[config.mk]
export PLATFORM = sky130hd
export DESIGN_NAME = sva_result_collector_flat
export DESIGN_NICKNAME = d
export VERILOG_FILES = /design/src/rtl/sva_result_collector_if.sv /design/src/rtl/sva_result_collector.sv /design/src/flat_wrapper.sv
export SDC_FILE = /design/constraint.sdc
export NUM_CORES = 1
export LEC_CHECK = 0
export ABC_AREA = 1
export ABC_CLOCK_PERIOD_IN_PS = 7150
export CAP_MARGIN = 20
export CORE_MARGIN = 1
export CORE_UTILIZATION = 30
export DETAILED_ROUTE_END_ITERATION = 8
export PLACE_DENSITY = 0.56
export SYNTH_ARGS = -nofsm -noshare
export SYNTH_HDL_FRONTEND = slang
export SYNTH_SLANG_ARGS = --single-unit
[constraint.sdc]
create_clock -name sys_clk -period 7.15 [get_ports sys_clk]
set_clock_uncertainty 0.1 [all_clocks]
set_input_delay 1.7875 -clock sys_clk [delete_from_list [all_inputs] [get_ports sys_clk]]
set_output_delay 1.7875 -clock sys_clk [all_outputs]
set_load 0.01 [all_outputs]
[src/rtl/sva_result_collector_if.sv]
// Bundled control, result and event-readout signals of the SVA result collector.
interface sva_result_collector_if #(
  parameter int CNT_WIDTH = 16,
  parameter int TS_WIDTH  = 16
);
  logic                 start, stop, clear, gclk_tick;
  logic                 succ, fail, lazy_succ, evt_ready;
  logic [CNT_WIDTH-1:0] succ_cnt, fail_cnt, lazy_cnt;
  logic                 first_fail_vld;
  logic [TS_WIDTH-1:0]  first_fail_ts;
  logic                 evt_valid, evt_ovf;
  logic [1:0]           evt_kind;
  logic [TS_WIDTH-1:0]  evt_ts;
  logic [1:0]           state, verdict;

  modport slave (
    input  start, stop, clear, gclk_tick, succ, fail, lazy_succ, evt_ready,
    output succ_cnt, fail_cnt, lazy_cnt, first_fail_vld, first_fail_ts,
           evt_valid, evt_kind, evt_ts, evt_ovf, state, verdict
  );
  modport master (
    output start, stop, clear, gclk_tick, succ, fail, lazy_succ, evt_ready,
    input  succ_cnt, fail_cnt, lazy_cnt, first_fail_vld, first_fail_ts,
           evt_valid, evt_kind, evt_ts, evt_ovf, state, verdict
  );
endinterface

[src/rtl/sva_result_collector.sv]
// Counts SVA checker result pulses, timestamps them, queues events in a FIFO
// and produces a per-run pass/fail verdict.
module sva_result_collector #(
  parameter int CNT_WIDTH    = 16,
  parameter int TS_WIDTH     = 16,
  parameter int FIFO_DEPTH   = 8,
  parameter int MIN_SUCC     = 1,
  parameter bit STOP_ON_FAIL = 1'b1
) (
  input  logic sys_clk,
  input  logic sys_rst_n,
  sva_result_collector_if.slave bus
);
  localparam int AW = $clog2(FIFO_DEPTH);
  localparam logic [1:0] S_IDLE = 2'd0, S_RUN = 2'd1, S_FAILED = 2'd2, S_DONE = 2'd3;
  localparam logic [1:0] V_PASS = 2'd1, V_FAIL = 2'd2;

  logic [1:0]           state_q, state_d, verdict_q, verdict_d;
  logic [CNT_WIDTH-1:0] succ_q, succ_d, fail_q, fail_d, lazy_q, lazy_d;
  logic [TS_WIDTH-1:0]  tick_q, tick_d, ffts_q, ffts_d;
  logic                 ffv_q, ffv_d, ovf_q, ovf_d;
  logic [AW:0]          wptr_q, wptr_d, rptr_q, rptr_d;
  logic [1:0]           kind_mem [FIFO_DEPTH];
  logic [TS_WIDTH-1:0]  ts_mem   [FIFO_DEPTH];

  logic       run, flush, empty, full, pop, push, ends;
  logic [1:0] push_kind;

  assign run   = (state_q == S_RUN);
  assign flush = (state_q == S_IDLE) && bus.start;
  assign empty = (wptr_q == rptr_q);
  assign full  = (wptr_q[AW] != rptr_q[AW]) && (wptr_q[AW-1:0] == rptr_q[AW-1:0]);
  assign pop   = !empty && bus.evt_ready;
  assign push_kind = bus.fail ? 2'd2 : bus.succ ? 2'd1 : bus.lazy_succ ? 2'd3 : 2'd0;
  // A pop in the same cycle frees the slot, so a full FIFO still accepts.
  assign push  = run && (push_kind != 2'd0) && (!full || pop);
  assign ends  = bus.stop && (run || state_q == S_FAILED);

  always_comb begin
    state_d   = state_q;
    verdict_d = verdict_q;
    succ_d    = succ_q;
    fail_d    = fail_q;
    lazy_d    = lazy_q;
    tick_d    = tick_q;
    ffv_d     = ffv_q;
    ffts_d    = ffts_q;
    ovf_d     = ovf_q;
    if (flush) begin
      state_d = S_RUN;
      succ_d  = '0;
      fail_d  = '0;
      lazy_d  = '0;
      tick_d  = '0;
      ffv_d   = 1'b0;
      ffts_d  = '0;
      ovf_d   = 1'b0;
    end else if (run) begin
      if (bus.succ && !(&succ_q))      succ_d = succ_q + 1'b1;
      if (bus.fail && !(&fail_q))      fail_d = fail_q + 1'b1;
      if (bus.lazy_succ && !(&lazy_q)) lazy_d = lazy_q + 1'b1;
      if (bus.gclk_tick && !(&tick_q)) tick_d = tick_q + 1'b1;
      if (bus.fail && !ffv_q) begin
        ffv_d  = 1'b1;
        ffts_d = tick_q;
      end
      if ((push_kind != 2'd0) && !push) ovf_d = 1'b1;
      if (!bus.stop && bus.fail && STOP_ON_FAIL) state_d = S_FAILED;
    end else if (state_q == S_DONE && bus.clear) begin
      state_d = S_IDLE;
    end
    // Verdict sees this cycle's counts, so a fail coincident with stop still fails.
    if (ends) begin
      state_d   = S_DONE;
      verdict_d = (fail_d == '0 && 32'(succ_d) >= MIN_SUCC) ? V_PASS : V_FAIL;
    end
  end

  assign rptr_d = flush ? '0 : rptr_q + (AW+1)'(pop);
  assign wptr_d = flush ? '0 : wptr_q + (AW+1)'(push);

  always_ff @(posedge sys_clk or negedge sys_rst_n) begin
    if (!sys_rst_n) begin
      state_q   <= S_IDLE;
      verdict_q <= 2'd0;
      succ_q    <= '0;
      fail_q    <= '0;
      lazy_q    <= '0;
      tick_q    <= '0;
      ffv_q     <= 1'b0;
      ffts_q    <= '0;
      ovf_q     <= 1'b0;
      wptr_q    <= '0;
      rptr_q    <= '0;
    end else begin
      state_q   <= state_d;
      verdict_q <= verdict_d;
      succ_q    <= succ_d;
      fail_q    <= fail_d;
      lazy_q    <= lazy_d;
      tick_q    <= tick_d;
      ffv_q     <= ffv_d;
      ffts_q    <= ffts_d;
      ovf_q     <= ovf_d;
      wptr_q    <= wptr_d;
      rptr_q    <= rptr_d;
    end
  end

  always_ff @(posedge sys_clk) begin
    if (push) begin
      kind_mem[wptr_q[AW-1:0]] <= push_kind;
      ts_mem[wptr_q[AW-1:0]]   <= tick_q;
    end
  end

  assign bus.succ_cnt       = succ_q;
  assign bus.fail_cnt       = fail_q;
  assign bus.lazy_cnt       = lazy_q;
  assign bus.first_fail_vld = ffv_q;
  assign bus.first_fail_ts  = ffts_q;
  assign bus.evt_valid      = !empty;
  assign bus.evt_kind       = empty ? 2'd0 : kind_mem[rptr_q[AW-1:0]];
  assign bus.evt_ts         = empty ? '0 : ts_mem[rptr_q[AW-1:0]];
  assign bus.evt_ovf        = ovf_q;
  assign bus.state          = state_q;
  assign bus.verdict        = (state_q == S_DONE) ? verdict_q : 2'd0;
endmodule

[src/flat_wrapper.sv]
// flat-port wrapper written by rule: the top's interface ports become plain ports
module sva_result_collector_flat 
#(
  parameter int CNT_WIDTH    = 16,
  parameter int TS_WIDTH     = 16,
  parameter int FIFO_DEPTH   = 8,
  parameter int MIN_SUCC     = 1,
  parameter bit STOP_ON_FAIL = 1'b1
)
  (sys_clk, sys_rst_n, bus_start, bus_stop, bus_clear, bus_gclk_tick, bus_succ, bus_fail, bus_lazy_succ, bus_evt_ready, bus_succ_cnt, bus_fail_cnt, bus_lazy_cnt, bus_first_fail_vld, bus_first_fail_ts, bus_evt_valid, bus_evt_kind, bus_evt_ts, bus_evt_ovf, bus_state, bus_verdict);
  sva_result_collector_if #(.CNT_WIDTH(CNT_WIDTH), .TS_WIDTH(TS_WIDTH)) bus_i ();
  input  logic sys_clk;
  input  logic sys_rst_n;
  input wire logic [$bits(bus_i.start)-1:0] bus_start;
  input wire logic [$bits(bus_i.stop)-1:0] bus_stop;
  input wire logic [$bits(bus_i.clear)-1:0] bus_clear;
  input wire logic [$bits(bus_i.gclk_tick)-1:0] bus_gclk_tick;
  input wire logic [$bits(bus_i.succ)-1:0] bus_succ;
  input wire logic [$bits(bus_i.fail)-1:0] bus_fail;
  input wire logic [$bits(bus_i.lazy_succ)-1:0] bus_lazy_succ;
  input wire logic [$bits(bus_i.evt_ready)-1:0] bus_evt_ready;
  output wire logic [$bits(bus_i.succ_cnt)-1:0] bus_succ_cnt;
  output wire logic [$bits(bus_i.fail_cnt)-1:0] bus_fail_cnt;
  output wire logic [$bits(bus_i.lazy_cnt)-1:0] bus_lazy_cnt;
  output wire logic [$bits(bus_i.first_fail_vld)-1:0] bus_first_fail_vld;
  output wire logic [$bits(bus_i.first_fail_ts)-1:0] bus_first_fail_ts;
  output wire logic [$bits(bus_i.evt_valid)-1:0] bus_evt_valid;
  output wire logic [$bits(bus_i.evt_kind)-1:0] bus_evt_kind;
  output wire logic [$bits(bus_i.evt_ts)-1:0] bus_evt_ts;
  output wire logic [$bits(bus_i.evt_ovf)-1:0] bus_evt_ovf;
  output wire logic [$bits(bus_i.state)-1:0] bus_state;
  output wire logic [$bits(bus_i.verdict)-1:0] bus_verdict;
  assign bus_i.start = bus_start;
  assign bus_i.stop = bus_stop;
  assign bus_i.clear = bus_clear;
  assign bus_i.gclk_tick = bus_gclk_tick;
  assign bus_i.succ = bus_succ;
  assign bus_i.fail = bus_fail;
  assign bus_i.lazy_succ = bus_lazy_succ;
  assign bus_i.evt_ready = bus_evt_ready;
  assign bus_succ_cnt = bus_i.succ_cnt;
  assign bus_fail_cnt = bus_i.fail_cnt;
  assign bus_lazy_cnt = bus_i.lazy_cnt;
  assign bus_first_fail_vld = bus_i.first_fail_vld;
  assign bus_first_fail_ts = bus_i.first_fail_ts;
  assign bus_evt_valid = bus_i.evt_valid;
  assign bus_evt_kind = bus_i.evt_kind;
  assign bus_evt_ts = bus_i.evt_ts;
  assign bus_evt_ovf = bus_i.evt_ovf;
  assign bus_state = bus_i.state;
  assign bus_verdict = bus_i.verdict;
  sva_result_collector #(.CNT_WIDTH(CNT_WIDTH), .TS_WIDTH(TS_WIDTH), .FIFO_DEPTH(FIFO_DEPTH), .MIN_SUCC(MIN_SUCC), .STOP_ON_FAIL(STOP_ON_FAIL)) u_core (.sys_clk(sys_clk), .sys_rst_n(sys_rst_n), .bus(bus_i));
endmodule
# == Word-level counts from Yosys, hierarchy flattened ==
# Memories as Yosys holds them, arrays and structs flattened.
# Index checks and enable logic that the tools add are counted.
# word_totals
ff_bits,94
ram_bits,144
inputBits,10
out_inout_bits,89
elab_cells,108
memories,2
# classes
add_sub_neg,6
n_lt_le_gt_ge,1
n_eq_ne,7
n_mux,37
reduce_logical,44
# memory_table
memory,words,width,rd,rd_ports_with_merged_regs,wr,line_no,source
u_core.ts_mem,8,16,1,0,1,sva_result_collector.sv:24,logic [TS_WIDTH-1:0] ts_mem [FIFO_DEPTH];
u_core.kind_mem,8,2,1,0,1,sva_result_collector.sv:23,logic [1:0] kind_mem [FIFO_DEPTH];
# op_table
op,count
two-way mux 16 bit,16
adder 16 x 1 -> 16 bit (second input constant),4
AND reduction 16 bit,4
two-way mux 2 bit,11
>= comparator 16 x 1 -> 1 bit (second input constant),1
zero test 16 bit,1
logical AND 1 bit,15
nonzero test 2 bit,6
AND reduction 2 bit,5
zero test 1 bit,9
adder 4 x 1 -> 4 bit,2
two-way mux 1 bit,8
two-way mux 4 bit,2
== test 2 bit (second input constant),2
== test 4 bit,1
!= test 4 bit (second input constant),1
nonzero test 4 bit,1
== test 3 bit,1
== test 2 x 1 -> 1 bit (second input constant),1
zero test 2 bit,1
logical OR 1 bit,2
!= test 1 bit,1

# == Depth between registers and ports, before layout ==
# logic_depth
ltp_word,11
depth_mapped,18
mapped_depth_nobuf,17

# == Least setup slack after synthesis ==
# Ideal clock, no wire load.
# synth_timing
path_kind,input to register
startpoint,in bus_fail
endpoint,"mem u_core.kind_mem[0][0], enable pin"
setup_time_ps,392
t_arrival_ps,3105
t_required_ps,6658
path_slack_ps,3552
cell_stages,5
n_path_buf,0
cell_sequence,inv_1 -> nand3_1 -> nand3_1 -> or2_2 -> nor2_1
# synth_via
elab_chain_cells,6
# synth_lines
item,line_no,source
from (decl),flat_wrapper.sv:19,input wire logic [$bits(bus_i.fail)-1:0] bus_fail;
two-way mux 2 bit,sva_result_collector.sv:34,assign push_kind = bus.fail ? 2'd2 : bus.succ ? 2'd1 : bus.lazy_succ ? 2'd3 : 2'd0;
nonzero test 2 bit,sva_result_collector.sv:36,assign push = run && (push_kind != 2'd0) && (!full || pop);
logical AND 1 bit (2 in a row),sva_result_collector.sv:36,
two-way mux 1 bit,sva_result_collector.sv:111,if (push) begin
two-way mux 1 bit (not written as such),sva_result_collector.sv:112,kind_mem[wptr_q[AW-1:0]] <= push_kind;
to (decl),sva_result_collector.sv:23,
# No other way between the ends.

# == Final worst setup path ==
# layout_timing
startpoint,reg u_core.rptr_q[0]
endpoint,out bus_evt_ts[13]
# layout_via
elab_chain_cells,2
word_cells_on_any_way,3
classes_between,eq/ne: 1; mux: 1; memory: 1
# layout_lines
item,line_no,source
from (decl),sva_result_collector.sv:22,"logic [AW:0] wptr_q, wptr_d, rptr_q, rptr_d;"
from (signal assigned),sva_result_collector.sv:106,rptr_q <= rptr_d;
memory (8 x 16 bit) / == test 4 bit (equally long branches),--,
two-way mux 16 bit (*),sva_result_collector.sv:124,assign bus.evt_ts = empty ? '0 : ts_mem[rptr_q[AW-1:0]];
to (decl),flat_wrapper.sv:29,output wire logic [$bits(bus_i.evt_ts)-1:0] bus_evt_ts;
# Every way passes the cells marked *; elsewhere a longest branch is shown, timed or not.

==> summary.txt <==
Status
  • Status: finished, final reports clean

Timing
  • Final Critical Period: around 5.4 ns
  • Fmax: roughly 190 MHz
  • Final count of pins violating max slew: 0
  • Worst relative slew slack: 0.343
  • Hold Vio Cnt, Final: 0
  • Setup_tns: 0 ns
  • Worst-margin pin slew: 0.980 ns
  • Period Utilization, post-route: 0.752
  • Setup violators final: 0
  • Unrepaired setup endpoints after global routing: false

Critical path
  • CP Cell Sequence: buf_4 > xnor2_1 > nand3_1 > nor2_1 > inv_1 > nor2_1 > inv_1 > o21ai_0 > a31oi_1 > clkdlybuf4s50_1
  • R2R setup slack: about 4.0 ns
  • CP endpoint kind: primary output
  • Critical path arrival: around 3.5 ns
  • Setup crit start kind: flip-flop
  • Bufs and invs on worst path: 4
  • CP max-delay cell: buf_4
  • Crit-path max FO: 74
  • WP data required: about 5.3 ns
  • CP Class: flip-flop to primary output
  • Delay-heaviest family, CP: buffers and inverters
  • Max incr delay on CP: 0.59 ns

Floorplan
  • CORE AREA: 36,500 sq um
  • # IOs: 99
  • Row cnt: 70
  • Die ar.: 37,700 sq um
  • Die width: 194 microns
  • Initial cell density of the core: 0.303
  • Die Span Y: 194 microns

Yosys
  • Avg Inst Size Synth: 9.43 sq um
  • Cells after Synth: 1,175
  • Post-synthesis sequential area ratio: 0.602
  • Post-synth top cells: 183 x nor2_1, 159 x inv_1, 152 x nand2_1, 144 x edfxtp_1, 120 x o21ai_0
  • Post-synth top flop: edfxtp_1
  • Cell taking the most area after synthesis: edfxtp_1
  • Post-synth ARST share: 0.395
  • Warnings, synthesis: 0
  • Flops & latches, synth: between 200 and 250
  • Most frequent cell after synthesis: nor2_1
  • Mapped cell area: 11,100 sq um
  • Synth top area share: 0.390
  • Syn nets: roughly 1,200
  • Unique masters post-synth: 40
  • Top cells by area, synth: edfxtp_1 39%, dfrtp_1 21%, nor2_1 6.2%
  • EDFF count, synth: 144

GRT
  • Vias in the first global route: 8,124
  • Met3 usage: 0.0301
  • Met1 usage: 0.205
  • Antenna violations before repair: 0
  • Tot GR Track Use: 0.148
  • GR Overflow Total: 0
  • Global routing usage on met2: 0.241
  • Largest net degree at the start of global routing: 75
  • Busiest grt layer: met2
  • First-pass GRT wire length: 45,100 microns

Finish
  • Layout cells sized above 1: 0.0855
  • Final Non-Filler Cells: 1,767
  • Layout Nets: 1,298
  • Area growth syn-to-layout: 22.7%
  • Final Cell Area: 13,600 sq um
  • Number of antenna diodes: 0

Placement
  • Post-Place Cells: 1,715
  • DP Area: 12,600 sq um
  • GPL Wtd Cong: just over 0.8
  • HPWL after detailed placement: 18,200 microns
  • I/O Buffers: 98

Power
  • Maximum VDD drop: 191 uV
  • Pwr/cell area: approximately 350 nW/um^2
  • Leakage: 5.53 nW

Routing
  • 1st-pass router iterations: 7
  • Drc violations: 0
  • Total vias in the final route: 8,353
  • Wirelength, routed: between 20,000 and 30,000 microns
  • Iter 0 DRT Violations: 419
  • WL per Instance: 15.9 microns
  • Drt via density: 4.73
  • ANT nets after route: 0

Min path
  • HP Class: flip-flop to flip-flop

Flow run
  • Max-cap violations: 0

Clock network
  • Clock sinks: 238
  • Worst-path clk slew: 0.06 ns
  • # H-tree levels: 1
  • CTS tree: done
  • Cts hold-fix bufs: 0
  • CTS root buf: clkbuf_16
  • CTS Buf Count: 28
  • Setup bufs post-CTS: 0
  • Worst skew pair latency: 0.54 ns
  • Cts repair resizes: 0
  • CTS Buffer Depth: 3
stage by stage:
stage	power (W)	utilization	hold slack, ns	setup WS (ns)
floorplan	0.00261	-	0.349	3.55
detailed placement	0.00326	0.344	0.383	2.30
finish	0.00480	0.372	0.402	1.78
CTS	0.00486	0.372	0.403	1.72
global placement	0.00324	0.344	0.375	2.41
global route	0.00508	0.372	0.428	1.47
tightest hold or removal path, stage by stage, from the launching register on:
cell	delay [ns]
dfrtp_1	0.36
nand2_1	0.06
nand2_1	0.05
logic make-up after synthesis:
kind of cell | after synthesis | share of synthesized area
fa+ha+maj | 11 | 0.0124
buf+inv | 209 | 0.0748
xor+xnor | 10 | 0.00790
simple gates | 506 | 0.204
compound gates | 201 | 0.0990
flops | 238 | 0.602
sequential cells by signal, summed over array words and instances (netlist names):
| register | count |
|---|---|
| u_core.bus.fail_cnt | 16 |
| u_core.wptr_q | 4 |
| u_core.rptr_q | 4 |
| u_core.bus.evt_ovf | 1 |
| u_core.bus.state | 2 |
| u_core.bus.succ_cnt | 16 |
| u_core.bus.first_fail_vld | 1 |
| u_core.verdict_q | 2 |
| u_core.tick_q | 16 |
| u_core.bus.lazy_cnt | 16 |
| u_core.bus.first_fail_ts | 16 |
| u_core.kind_mem | 16 |
| u_core.ts_mem | 128 |
per-layer routing:
metal  share of wire  vias to the layer above
li1                -                     4154
met1            0.47                     3950
met2            0.45                      212
met3           0.061                       37
met4           0.013                        0
met5               0                        -
worst paths after layout:
path | to | cells after the start | startpoint
setup / recovery | bus_evt_ts[13] | 10 | u_core.rptr_q[0]
hold / removal | u_core.verdict_q[0] | 2 | u_core.verdict_q[0]
setup reg to reg | u_core.bus.first_fail_ts[6] | 6 | u_core.bus.state[1]
hold reg to reg | u_core.verdict_q[0] | 2 | u_core.verdict_q[0]
max in group asynchronous | u_core.rptr_q[0] | 2 | sys_rst_n
min in group asynchronous | u_core.bus.fail_cnt[13] | 1 | sys_rst_n
placed cells by master, fill, tap and decap left out, drive strengths merged:
cell           instances
a21oi                 18
a221oi                 1
a31oi                 20
buf                   17
bufinv                 7
clkbuf                31
clkdlybuf4s50         97
clkinv                16
clkinvlp               1
dfrtp                 94
edfxtp               144
ha                    11
inv                  164
nand2                168
nand3                 98
nand3b                 2
nand4                 14
nor2                 197
nor3                  23
nor4                   3
o21a                   2
o21ai                122
o21bai                 2
o22ai                 33
o31ai                  3
or2                    1
xnor2                  4
xor2                   6
report_power, final:
part,internal (W),total [W],switching [W],leakage [nW]
combinational,0.000592,0.00152,0.000932,2.43
sequential,0.00159,0.00169,0.000100,2.60
clock,0.000994,0.00158,0.000589,0.507
total,0.00318,0.00480,0.00162,5.53
final cells by class:
type	count	area (sq um)
fillers	3596	22900
flip-flops and latches	238	6680
multi-input cells	728	3580
repair buffers	114	1100
clock buffers	31	733
inverters	167	628
well taps	468	586
clock inverters	21	295
No activity file was read; power rests on OpenSTA's default activity.
